`config.mk`:
```
export PLATFORM = sky130hd
export DESIGN_NAME = fifo_tx_serializer
export DESIGN_NICKNAME = d
export VERILOG_FILES = /design/src/rtl/fifo_tx_serializer.sv
export SDC_FILE = /design/constraint.sdc
export NUM_CORES = 1
export LEC_CHECK = 0
export ABC_AREA = 1
export BUFFER_PORTS_ARGS = -buffer_cell sky130_fd_sc_hd__buf_2
export CORE_MARGIN = 2
export CORE_UTILIZATION = 40
export DETAILED_ROUTE_END_ITERATION = 10
export PLACE_DENSITY = 0.67
export SLEW_MARGIN = 40
export SYNTH_ARGS = -nofsm -noshare
export SYNTH_HDL_FRONTEND = slang
export SYNTH_SLANG_ARGS = --single-unit
```
`constraint.sdc`:
```
create_clock -name i_clk -period 2.1 [get_ports i_clk]
set_clock_uncertainty 0.1 [all_clocks]
set_input_delay 0.105 -clock i_clk [delete_from_list [all_inputs] [get_ports i_clk]]
set_output_delay 0.105 -clock i_clk [all_outputs]
set_load 0.05 [all_outputs]
```
`src/rtl/fifo_tx_serializer.sv`:
```
`default_nettype none
// ============================================================================
//  Module   : fifo_tx_serializer
//  Purpose  : Drains the read port of the async FIFO and shifts each word out
//             on a single-bit line, framed as a start bit, data LSB first, an
//             optional even-parity bit and a stop bit. Each line bit is held
//             for CLKS_PER_BIT clocks.
//  Ports    : i_clk        - read-domain clock, rising edge
//             i_rst        - asynchronous active-high reset
//             i_en         - transmit enable, sampled only while idle
//             i_rempty     - FIFO empty flag
//             o_rr         - FIFO read request (combinational, idle only)
//             i_rdata      - FIFO read data, valid the cycle after a pop
//             o_tx         - registered serial line, idles high
//             o_busy       - high whenever a frame is in progress
//             o_frame_done - one-cycle pulse on the last cycle of the stop bit
//  Options  : define FIFO_TX_SERIALIZER_PARITY_EN to insert an even-parity bit
//             between the data bits and the stop bit.
//  Revision : 1.0 - initial release
// ============================================================================
module fifo_tx_serializer #(
  parameter int LOGIC_SIZE   = 8,
  parameter int CLKS_PER_BIT = 4
) (
  input  logic                  i_clk,
  input  logic                  i_rst,
  input  logic                  i_en,
  input  logic                  i_rempty,
  output logic                  o_rr,
  input  logic [LOGIC_SIZE-1:0] i_rdata,
  output logic                  o_tx,
  output logic                  o_busy,
  output logic                  o_frame_done
);

  localparam int BAUD_W = (CLKS_PER_BIT > 1) ? $clog2(CLKS_PER_BIT) : 1;
  localparam int BIT_W  = (LOGIC_SIZE > 1) ? $clog2(LOGIC_SIZE) : 1;
  localparam logic [BAUD_W-1:0] BAUD_LAST = BAUD_W'(CLKS_PER_BIT - 1);
  localparam logic [BIT_W-1:0]  BIT_LAST  = BIT_W'(LOGIC_SIZE - 1);

  typedef enum logic [2:0] {
    IDLE   = 3'd0,
    LOAD   = 3'd1,
    START  = 3'd2,
    DATA   = 3'd3,
    PARITY = 3'd4,
    STOP   = 3'd5
  } state_t;

  state_t                  state;
  state_t                  state_next;
  logic [BAUD_W-1:0]       baud_cnt;
  logic [BIT_W-1:0]        bit_cnt;
  logic [LOGIC_SIZE-1:0]   shift_reg;
  logic                    baud_tc;
  logic                    tx_next;
  logic                    frame_end;

  assign baud_tc   = (baud_cnt == BAUD_LAST);
  assign frame_end = (state == STOP) && baud_tc;
  assign o_busy    = (state != IDLE);

  always_ff @(posedge i_clk or posedge i_rst) begin
    if (i_rst) begin
      state <= IDLE;
    end else begin
      state <= state_next;
    end
  end

  always_comb begin
    state_next = state;
    o_rr       = 1'b0;
    case (state)
      IDLE: begin
        // Reset gates the request so no word is popped while held in reset.
        o_rr = i_en && !i_rempty && !i_rst;
        if (o_rr) state_next = LOAD;
      end
      LOAD:  state_next = START;
      START: if (baud_tc) state_next = DATA;
      DATA: begin
        if (baud_tc && (bit_cnt == BIT_LAST)) begin
`ifdef FIFO_TX_SERIALIZER_PARITY_EN
          state_next = PARITY;
`else
          state_next = STOP;
`endif
        end
      end
`ifdef FIFO_TX_SERIALIZER_PARITY_EN
      PARITY: if (baud_tc) state_next = STOP;
`endif
      STOP:  if (baud_tc) state_next = IDLE;
      default: state_next = IDLE;
    endcase
  end

  // Baud/bit counters and the data shift register. The baud counter runs
  // in every on-line state and wraps at terminal count, which marks the
  // bit boundary.
  always_ff @(posedge i_clk or posedge i_rst) begin
    if (i_rst) begin
      baud_cnt  <= '0;
      bit_cnt   <= '0;
      shift_reg <= '0;
    end else begin
      case (state)
        IDLE: begin
          baud_cnt <= '0;
        end
        LOAD: begin
          baud_cnt  <= '0;
          bit_cnt   <= '0;
          shift_reg <= i_rdata;
        end
        default: begin
          baud_cnt <= baud_tc ? '0 : baud_cnt + 1'b1;
          if ((state == DATA) && baud_tc) begin
            shift_reg <= shift_reg >> 1;
            bit_cnt   <= (bit_cnt == BIT_LAST) ? '0 : bit_cnt + 1'b1;
          end
        end
      endcase
    end
  end

`ifdef FIFO_TX_SERIALIZER_PARITY_EN
  logic parity_bit;

  always_ff @(posedge i_clk or posedge i_rst) begin
    if (i_rst) begin
      parity_bit <= 1'b0;
    end else if (state == LOAD) begin
      parity_bit <= ^i_rdata;
    end
  end
`endif

  always_comb begin
    tx_next = 1'b1;
    case (state)
      START: tx_next = 1'b0;
      DATA:  tx_next = shift_reg[0];
`ifdef FIFO_TX_SERIALIZER_PARITY_EN
      PARITY: tx_next = parity_bit;
`endif
      default: tx_next = 1'b1;
    endcase
  end

  // The line and the done pulse are registered, so both lag the state by
  // one cycle and stay aligned with each other.
  always_ff @(posedge i_clk or posedge i_rst) begin
    if (i_rst) begin
      o_tx         <= 1'b1;
      o_frame_done <= 1'b0;
    end else begin
      o_tx         <= tx_next;
      o_frame_done <= frame_end;
    end
  end

endmodule
`default_nettype wire

```
==> results.ini, run 1 <==
[outcome]
outcome = completed

[finish]
layout.cells.most_common = nand2_1
drive_gt1_share_pct = 23.8
layout.nets = 146
final_cell_mix = nand2_1, dfrtp_1, buf_2, nand3_1, dlygate4sd3_1
synthToLayoutAreaGrowth_pct = 23.6
diodes = 0
fill_cells = 226
largest_register_ff_count = 8
postLayoutCoreUtil_pct = 50.8

[power_and_ir_drop]
power_w = 0.00146
powerDensity_mw_per_mm2 = 1320
p_leak_nw = 0.583
peakVddDrop_mv = 0.582

[floorplan]
io_pins = 16
start_util_pct = 41.1
die_area_sq_mm = 0.00262
fp-row-count = 17
die_h_um = 51.2
die_w_um = 51.2
core_area_sq_mm = 0.00217

[global_routing]
grt_pass1_vias = 672
grt-ovfl-total = 0
grtUsageTotal_pct = 13.8
grt_pass1_wl_um = 2670
grt_antenna_before_repair = 0
grt_max_degree = 19

[detailed_routing]
top_layer = met4
drc_errors = 0
firstDrtPassIters = 4
drt_iter0_drc = 8
drtAntennaViolNets = 0
drt-total-wl_um = 1520
wl_met3_um = 62
dr_wl_met2_um = 697
avgRoutedWirePerCell_um = 9.61
vias = 735
viasPerCell = 4.65
met1Wirelength_um = 721

[sta]
fin_crit_ns = 1.62
period_share_pct = 77.0
tns_ns = 0
max_slew_margin_pct = 77.9
maxSlewViolCount = 0
finalHoldViolCount = 0
worst_pin_slew_ns = 0.331
rsz0062_at_grt = no
timing.hold.ws_ns = 0.205
max_clock_freq_ghz = 0.618
setup_viol_count_final = 0

[worst_setup_path]
cp_slowest_stage_delay_ns = 0.49
critPathArrivalTime_ns = 1.41
worstPathBufferInverterCount = 2
cpMaxStageDelayCell = dfrtp_1
ff2ff_setup_slack_ns = 0.56
cpLargestDelayFamily = flip-flops
cp_data_required_time_ns = 1.89
cp_max_fo = 8
crit_type = register to primary output
crit_path_start_kind = register
crit_path_cell_trace = nor3_2, inv_1, nor2_1, buf_2
cp-end-kind = primary output

[synthesis]
yosysUniqueCellTypes = 19
ys_seq_elements = 18
ys_warn_count = 0
synth_area_sq_um = 892
synth_top_family_by_area = simple AND/OR/NAND/NOR gates
synth_cells = 104
synth_mux_area_share_pct = 0
synth_compound_area_share_pct = 2.66
synth-xor-area-share_pct = 0
synth.largest_area_cell = dfrtp_1
syn_nets = 119
syn_area_per_cell_sq_um = 8.58
yosys.area.top_type_share_pct = 47.7
yosys-top-cells-area = dfrtp_1, nand2_1, nand3_1, ha_1, buf_6
synth-seq-area-share_pct = 50.6
synth-adder-area-share_pct = 4.21
synthSimpleGateAreaFrac_pct = 35.3

[job]
drv_cap = 0

[place]
gp_congestion = 0.844
dp_hpwl_um = 1130
port_buffers = 15

[clock_tree]
cts.sinks = 18
clock_latency_ns = 0.29
path_clk_slew_ns = 0.10
cts_buffer_depth = 2
htree_levels = 1
cts-resized-gates = 0
clockRootBuffer = clkbuf_4
cts_buffers = 3
tritoncts = done

[min_path]
min_path_type = input port to register

[synthesized netlist by cell type (all sizes together)]
master,instances
nand3,12
a22o,1
nand3b,1
nor2,7
nor3,2
ha,3
dfstp,1
nand4,4
dfrtp,17
nand2,43
inv,8
buf,3
a21bo,1
a21oi,1
[cell type report]
class,count,area [sq um],area share (%)
inverter,8,30.0,2.72
tap,28,35.0,3.18
clock buffer,4,36.3,3.29
multi-input combinational,75,377,34.2
sequential,18,452,41.0
timing repair buffer,25,173,15.7
[final timing paths]
check                           cells past startpoint                     end             startpoint
min in group asynchronous                           4    state[1]$_DFFE_PP0P_                  i_rst
max in group asynchronous                           4          o_tx$_DFF_PP1_                  i_rst
worst max-delay path                                4                    o_rr   state[1]$_DFFE_PP0P_
worst max register to register                      6  bit_cnt[0]$_DFFE_PP0P_  baud_cnt[0]$_DFF_PP0_
worst min register to register                      1   baud_cnt[0]$_DFF_PP0_  baud_cnt[0]$_DFF_PP0_
worst min-delay path                                5    state[2]$_DFFE_PP0P_               i_rempty
[metal layers]
metal | vias up | global-route usage [%]
met5 | - | 0
met4 | 0 | 7.89
met3 | 3 | 3.80
li1 | 383 | -
met2 | 17 | 21.0
met1 | 332 | 17.7
[worst reg2reg max path: cells and delay by family, from the launching register on]
kind                     cells  cell delay, ns
AND/OR/NAND/NOR              3            0.59
AO/OA/AOI/OAI                1            0.16
adder cells (fa/ha/maj)      1            0.20
buffers and inverters        1            0.07
flip-flops                   1            0.36
[where the power goes]
part,switching [W],total (W),leakage [nW],internal [W]
Sequential,0.000118,0.000613,0.226,0.000495
Combinational,0.000400,0.000630,0.337,0.000231
Clock,0.000107,0.000213,0.0210,0.000106
[metrics by stage]
step / area (sq um) / setup WS, ns / cells
2_1_floorplan: 892 / 0.290 / 104
3_3_place_gp: 976 / 0.629 / 145
3_5_place_dp: 976 / 0.583 / 145
6_report: 1100 / 0.483 / 158
5_1_grt: 1100 / 0.376 / 158
4_1_cts: 1100 / 0.466 / 158
[repair_timing]
| item | in CTS | in global routing |
|---|---|---|
| buffers inserted | 0 | 0 |
| endpoints found under the hold margin | 26 | 0 |
| hold buffers | 9 | 0 |
[logic make-up (layout without fill, tap and decap cells)]
kind of cell    Yosys count  in the layout
compound gates            3              3
fa+ha+maj                 3              3
buf+inv                  11             37
flops                    18             18
simple gates             69             69
No activity file was read; power rests on OpenSTA's default activity.
==> run 2: changes to the inputs <==
==> constraint.sdc (replaced) <==
create_clock -name i_clk -period 1.5 [get_ports i_clk]
set_clock_uncertainty 0.1 [all_clocks]
set_input_delay 0.075 -clock i_clk [delete_from_list [all_inputs] [get_ports i_clk]]
set_output_delay 0.075 -clock i_clk [all_outputs]
set_load 0.05 [all_outputs]
==> run 2 against run 1 <==
  * Cell area grew 8.7%
  * Core utilization rose by 4.4 points
  * Sequential share of layout area fell by 3.0 points
  * Non-clock buffer count increased by 8
  * Register-to-register slack got worse by 0.48 ns
  * Worst hold slack better by 0.035 ns
  * Critical path depth increased by 2
  * Combinational power up 81%
  * Via count increased by 5.9%
  * Sequential cell count unchanged
  * First-iteration DRC count unchanged
  * Sequential power increased by 32%
  * Critical endpoint unchanged
  * Highest routed layer is now met3
==> results.ini, run 2 (synthesis results as in run 1) <==
[global_routing]
grt_antenna_before_repair = 0  ; unchanged
grt_pass1_wl_um = 2830  ; +6.0%
grt-ovfl-total = 0  ; unchanged
grtUsageTotal_pct = 14.3  ; +0.52 points
grt_pass1_vias = 684  ; +1.8%
grt_max_degree = 19  ; unchanged

[place]
placedInstanceArea_sq_mm = 0.00101  ; +3.8%
port_buffers = 15  ; unchanged
dp_hpwl_um = 1160  ; +2.4%
gp_congestion = 0.815  ; -3.4%
place_ws_ns = 0.0561  ; -0.527 ns

[sta]
fin_crit_ns = 1.44
worst_pin_slew_ns = 0.247  ; -0.0838 ns
maxSlewViolCount = 0  ; unchanged
tns_ns = 0  ; unchanged
finalHoldViolCount = 0  ; unchanged
max_slew_margin_pct = 83.6  ; +5.7 points
rsz0062_at_grt = no
fin_ws_ns = 0.0641  ; -0.419 ns
period_share_pct = 95.7
setup_viol_count_final = 0  ; unchanged
max_clock_freq_ghz = 0.696

[power_and_ir_drop]
powerDensity_mw_per_mm2 = 1870  ; +41%
p_leak_nw = 0.622  ; +6.7%
peakVddDrop_mv = 0.985  ; +69%

[clock_tree]
path_clk_slew_ns = 0.10  ; about the same
htree_levels = 1  ; unchanged
tritoncts = done
cts_buffer_depth = 2  ; unchanged
clock_latency_ns = 0.28  ; about the same
clockRootBuffer = clkbuf_4
cts_buffers = 3  ; unchanged
cts.sinks = 18  ; unchanged

[floorplan]
fp-row-count = 17  ; unchanged
die_h_um = 51.2  ; unchanged
io_pins = 16  ; unchanged
die_w_um = 51.2  ; unchanged
core_area_sq_mm = 0.00217  ; unchanged
start_util_pct = 41.1  ; unchanged
die_area_sq_mm = 0.00262  ; unchanged

[worst_setup_path]
crit_path_start_kind = input port
crit_type = input port to primary output
critPathArrivalTime_ns = 1.26  ; -0.15 ns
cp_max_fo = 2  ; -6
cp_data_required_time_ns = 1.32  ; -0.57 ns
cpLargestDelayFamily = buffers and inverters
cp-end-kind = primary output
worstPathBufferInverterCount = 4  ; +2
cpMaxStageDelayCell = dlygate4sd3_1
crit_path_cell_trace = dlygate4sd3_1, buf_2, inv_1, nand3b_1, nor2_4, buf_6
cp_slowest_stage_delay_ns = 0.54  ; +0.05 ns

[detailed_routing]
drc_errors = 0  ; unchanged
drtAntennaViolNets = 0  ; unchanged
drt-total-wl_um = 1740  ; +15%
viasPerCell = 4.66  ; +0.15%
avgRoutedWirePerCell_um = 10.4  ; +8.5%
drt_iter0_drc = 8  ; unchanged
firstDrtPassIters = 4  ; unchanged
vias = 778  ; +5.9%

[finish]
fill_cells = 219  ; -3.1%
final_cell_mix = nand2_1, dfrtp_1, buf_2, nand3_1
layout.nets = 155  ; +6.2%
diodes = 0  ; unchanged
fin_area_sq_mm = 0.00120  ; +8.7%
largest_register_ff_count = 8  ; unchanged
drive_gt1_share_pct = 31.7  ; +7.8 points
synthToLayoutAreaGrowth_pct = 34.4
layout.cells.most_common = nand2_1

[min_path]
min_path_type = input port to register

[outcome]
outcome = completed

[job]
drv_cap = 0  ; unchanged

==> run 2: changes by cell type in the layout (fill, tap and decap cells not counted), moves of 2 or more <==
cell | before | now
dfrtp_1 | 17 | 14
nor2_4 | 1 | 3
dfrtp_2 | 0 | 3
buf_4 | 1 | 9
==> run 2: worst reg2reg max path: cells and delay by family (launching register included) <==
kind / cells / cell delay [ns]
adder cells (fa/ha/maj): 1 / 0.22
buffers and inverters: 2 / 0.25
flip-flops: 1 / 0.37
AND/OR/NAND/NOR: 4 / 0.38
==> run 2: area by class of cell <==
class,instances,area (sq um),share of cell area (%)
sequential,18,455,38.0
multi-input combinational,76,403,33.6
timing repair buffer,33,239,19.9
clock buffer,4,36.3,3.03
tap,28,35.0,2.92
inverter,8,30.0,2.51
==> run 2: repair_timing <==
| action | CTS | global route |
|---|---|---|
| hold buffers | 9 | 0 |
| endpoints found under the hold margin | 26 | 0 |
| setup endpoints to repair | 1 | 13 |
| resized for setup | 3 | 4 |
| cloned | 0 | 1 |
| pin swaps | 0 | 1 |
| setup buffers | 2 | 2 |
==> run 2: final timing paths <==
path / start / to / slack (ns) / depth (start not counted)
worst max-delay path: i_rst / o_rr / 0.06 / 6
min in group asynchronous: i_rst / shift_reg[6]$_DFFE_PP0P_ / 0.32 / 4
worst max register to register: baud_cnt[0]$_DFF_PP0_ / shift_reg[2]$_DFFE_PP0P_ / 0.08 / 7
max in group asynchronous: i_rst / o_tx$_DFF_PP1_ / 0.72 / 4
worst min register to register: baud_cnt[0]$_DFF_PP0_ / baud_cnt[0]$_DFF_PP0_ / 0.35 / 1
worst min-delay path: i_rempty / state[2]$_DFFE_PP0P_ / 0.24 / 5
==> run 2: stage by stage <==
| step | hold WS [ns] | power, W | util [%] | cells |
|---|---|---|---|---|
| 5_1_grt | 0.297 | 0.00246 | 55.2 | 167 |
| 2_1_floorplan | -0.0788 | 0.00166 | - | 104 |
| 3_3_place_gp | 0.0809 | 0.00181 | 46.7 | 149 |
| 4_1_cts | 0.234 | 0.00216 | 53.5 | 164 |
| 6_report | 0.240 | 0.00224 | 55.2 | 167 |
| 3_5_place_dp | 0.0770 | 0.00183 | 46.7 | 149 |
==> run 2: where the power goes <==
part / switching, W / internal [W]
clock network: 0.000140 / 0.000147
logic: 0.000696 / 0.000445
registers: 0.000110 / 0.000700
total: 0.000945 / 0.00129
==> run 2: metal layers <==
layer	part of all wire (%)	global-route usage, %
met1	46	18.9
met2	52	24.9
met3	2.6	1.75
met4	0	3.95
met5	0	0
==> run 3: changes to the inputs <==
--- a/config.mk
+++ b/config.mk
@@ -10,7 +10,7 @@
 export CORE_MARGIN = 2
 export CORE_UTILIZATION = 40
 export DETAILED_ROUTE_END_ITERATION = 10
-export PLACE_DENSITY = 0.67
+export PLACE_DENSITY_LB_ADDON = 0.05
 export SLEW_MARGIN = 40
 export SYNTH_ARGS = -nofsm -noshare
 export SYNTH_HDL_FRONTEND = slang
==> run 3 against run 2 <==
  * Via count is 4.1% higher
  * Cell count is 1.2% higher
  * Critical path depth is 2 lower
  * Sequential share of layout area is 1.1 points lower
  * Clock power is 5% higher
  * Largest cell class unchanged
==> results.ini, run 3 (synthesis results as in run 1) <==
[global_routing]
grt_max_degree = 19  ; unchanged
grt_pass1_vias = 761  ; +11%
grtUsageTotal_pct = 17.0  ; +2.6 points
grt_pass1_wl_um = 3260  ; +15%
grt-ovfl-total = 0  ; unchanged
grt_antenna_before_repair = 0  ; unchanged

[clock_tree]
cts_buffer_depth = 2  ; unchanged
cts.sinks = 18  ; unchanged
clockRootBuffer = clkbuf_4
clock_latency_ns = 0.29  ; about the same
tritoncts = done
path_clk_slew_ns = 0.10  ; about the same
cts_buffers = 3  ; unchanged
htree_levels = 1  ; unchanged

[finish]
synthToLayoutAreaGrowth_pct = 37.9
layout.nets = 157  ; +1.3%
multi_input_area_sq_um = 424  ; +5.3%
layout.cells.most_common = nand2_1
regArea_sq_um = 454  ; -0.27%
largest_register_ff_count = 8  ; unchanged
final_cell_mix = nand2_1, dfrtp_1, buf_2, nand3_1
fill_cells = 213  ; -2.7%
fin_area_sq_mm = 0.00123  ; +2.6%
diodes = 0  ; unchanged
drive_gt1_share_pct = 34.0  ; +2.4 points

[sta]
rsz0062_at_grt = yes
fin_crit_ns = 1.45  ; +0.0178 ns
max_clock_freq_ghz = 0.688  ; -1.2%
maxSlewViolCount = 0  ; unchanged
period_share_pct = 96.9  ; +1.2 points
finalHoldViolCount = 0  ; unchanged
max_slew_margin_pct = 83.4  ; -0.22 points
tns_ns = 0  ; unchanged
setup_viol_count_final = 0  ; unchanged
worst_pin_slew_ns = 0.251  ; +0.00339 ns

[floorplan]
fp-row-count = 17  ; unchanged
io_pins = 16  ; unchanged
start_util_pct = 41.1  ; unchanged
core_area_sq_mm = 0.00217  ; unchanged
die_h_um = 51.2  ; unchanged
die_area_sq_mm = 0.00262  ; unchanged
die_w_um = 51.2  ; unchanged

[worst_setup_path]
cpMaxStageDelayCell = dfrtp_2
crit_type = register to primary output
cp_slowest_stage_delay_ns = 0.49  ; -0.05 ns
cp-end-kind = primary output
crit_path_cell_trace = nor3_4, inv_2, nor2_4, buf_6
critPathArrivalTime_ns = 1.28  ; +0.02 ns
ff2ff_setup_slack_ns = 0.11  ; +0.03 ns
crit_path_start_kind = register
cp_data_required_time_ns = 1.32  ; about the same
cp_max_fo = 8  ; +6

[job]
drv_cap = 0  ; unchanged

[detailed_routing]
drt-total-wl_um = 1900  ; +8.8%
firstDrtPassIters = 4  ; unchanged
drtAntennaViolNets = 0  ; unchanged
viasPerCell = 4.79  ; +2.9%
avgRoutedWirePerCell_um = 11.2  ; +7.6%
drt_iter0_drc = 10  ; +2
wl_met3_um = 57  ; +24%
top_layer = met4
dr_wl_met2_um = 938  ; +3.9%
drc_errors = 0  ; unchanged
vias = 810  ; +4.1%
met1Wirelength_um = 861  ; +8.6%

[outcome]
outcome = completed

[place]
gp_congestion = 0.739  ; -9.3%
dp_hpwl_um = 1240  ; +6.9%
placedInstanceArea_sq_mm = 0.00101  ; unchanged
port_buffers = 15  ; unchanged

[power_and_ir_drop]
peakVddDrop_mv = 1.09  ; +10%
p_leak_nw = 0.631  ; +1.4%
powerDensity_mw_per_mm2 = 1920  ; +3.1%

[min_path]
min_path_type = input port to register

-- run 3: cell count changes in the layout (fill, tap and decap cells not counted) --
cell | previous run | this run
nand2_1 | 42 | 41
nand2_2 | 1 | 2
nand3_2 | 1 | 2
dfrtp_1 | 14 | 15
inv_1 | 4 | 3
inv_2 | 4 | 5
nor3_2 | 1 | 0
ha_2 | 0 | 1
ha_1 | 3 | 2
buf_6 | 1 | 2
dfrtp_2 | 3 | 2
nor3_4 | 0 | 1
-- run 3: what timing repair did --
action                                  4_1_cts  5_1_grt
setup buffers                                 2        4
gates resized for setup                       4        7
endpoints found under the setup margin        4       13
hold endpoints to repair                     26        0
pin swaps                                     1        0
cloned                                        1        1
hold buffers                                  9        0
-- run 3: cell type report --
cell class	instances	share of cell area, %
Multi-Input combinational cell	77	34.5
Clock buffer	4	2.95
Timing Repair Buffer	34	20.3
Inverter	8	2.44
Tap cell	28	2.85
Sequential cell	18	36.9
-- run 3: worst paths after layout --
kind,start,cells past startpoint,to
setup / recovery,state[0]$_DFFE_PP0P_,4,o_rr
hold / removal,i_rempty,5,state[2]$_DFFE_PP0P_
setup reg to reg,bit_cnt[0]$_DFFE_PP0P_,6,state[0]$_DFFE_PP0P_
hold reg to reg,baud_cnt[0]$_DFF_PP0_,1,baud_cnt[0]$_DFF_PP0_
max in group asynchronous,i_rst,4,o_tx$_DFF_PP1_
min in group asynchronous,i_rst,4,o_frame_done$_DFF_PP0_
-- run 3: power breakdown --
| part | switching, W | internal, W |
|---|---|---|
| clock network | 0.000153 | 0.000148 |
| logic | 0.000719 | 0.000508 |
| registers | 0.000142 | 0.000698 |
| total | 0.00101 | 0.00135 |
-- run 3: stage by stage --
| step | setup WS [ns] | utilization, % | power (W) | instances | hold WS [ns] |
|---|---|---|---|---|---|
| after CTS | -0.00276 | 53.6 | 0.00222 | 164 | 0.219 |
| final | 0.0463 | 56.7 | 0.00237 | 169 | 0.229 |
| after global placement | 0.0725 | 46.7 | 0.00185 | 149 | 0.0628 |
| after floorplan | 0.0819 | - | 0.00166 | 104 | -0.0788 |
| after detailed placement | 0.0236 | 46.7 | 0.00185 | 149 | 0.0681 |
| after global routing | -0.00743 | 56.7 | 0.00259 | 169 | 0.250 |
-- run 3: routing by layer --
layer	track usage (%)	vias to the layer above
met5	0	-
met4	7.89	0
met3	3.51	4
met2	28.8	16
met1	20.6	376
li1	-	414
-- run 3: critical path, delay by kind of cell (launching register included) --
kind,cells,cell delay [ns]
simple gates,2,0.28
buf+inv,2,0.23
flops,1,0.49
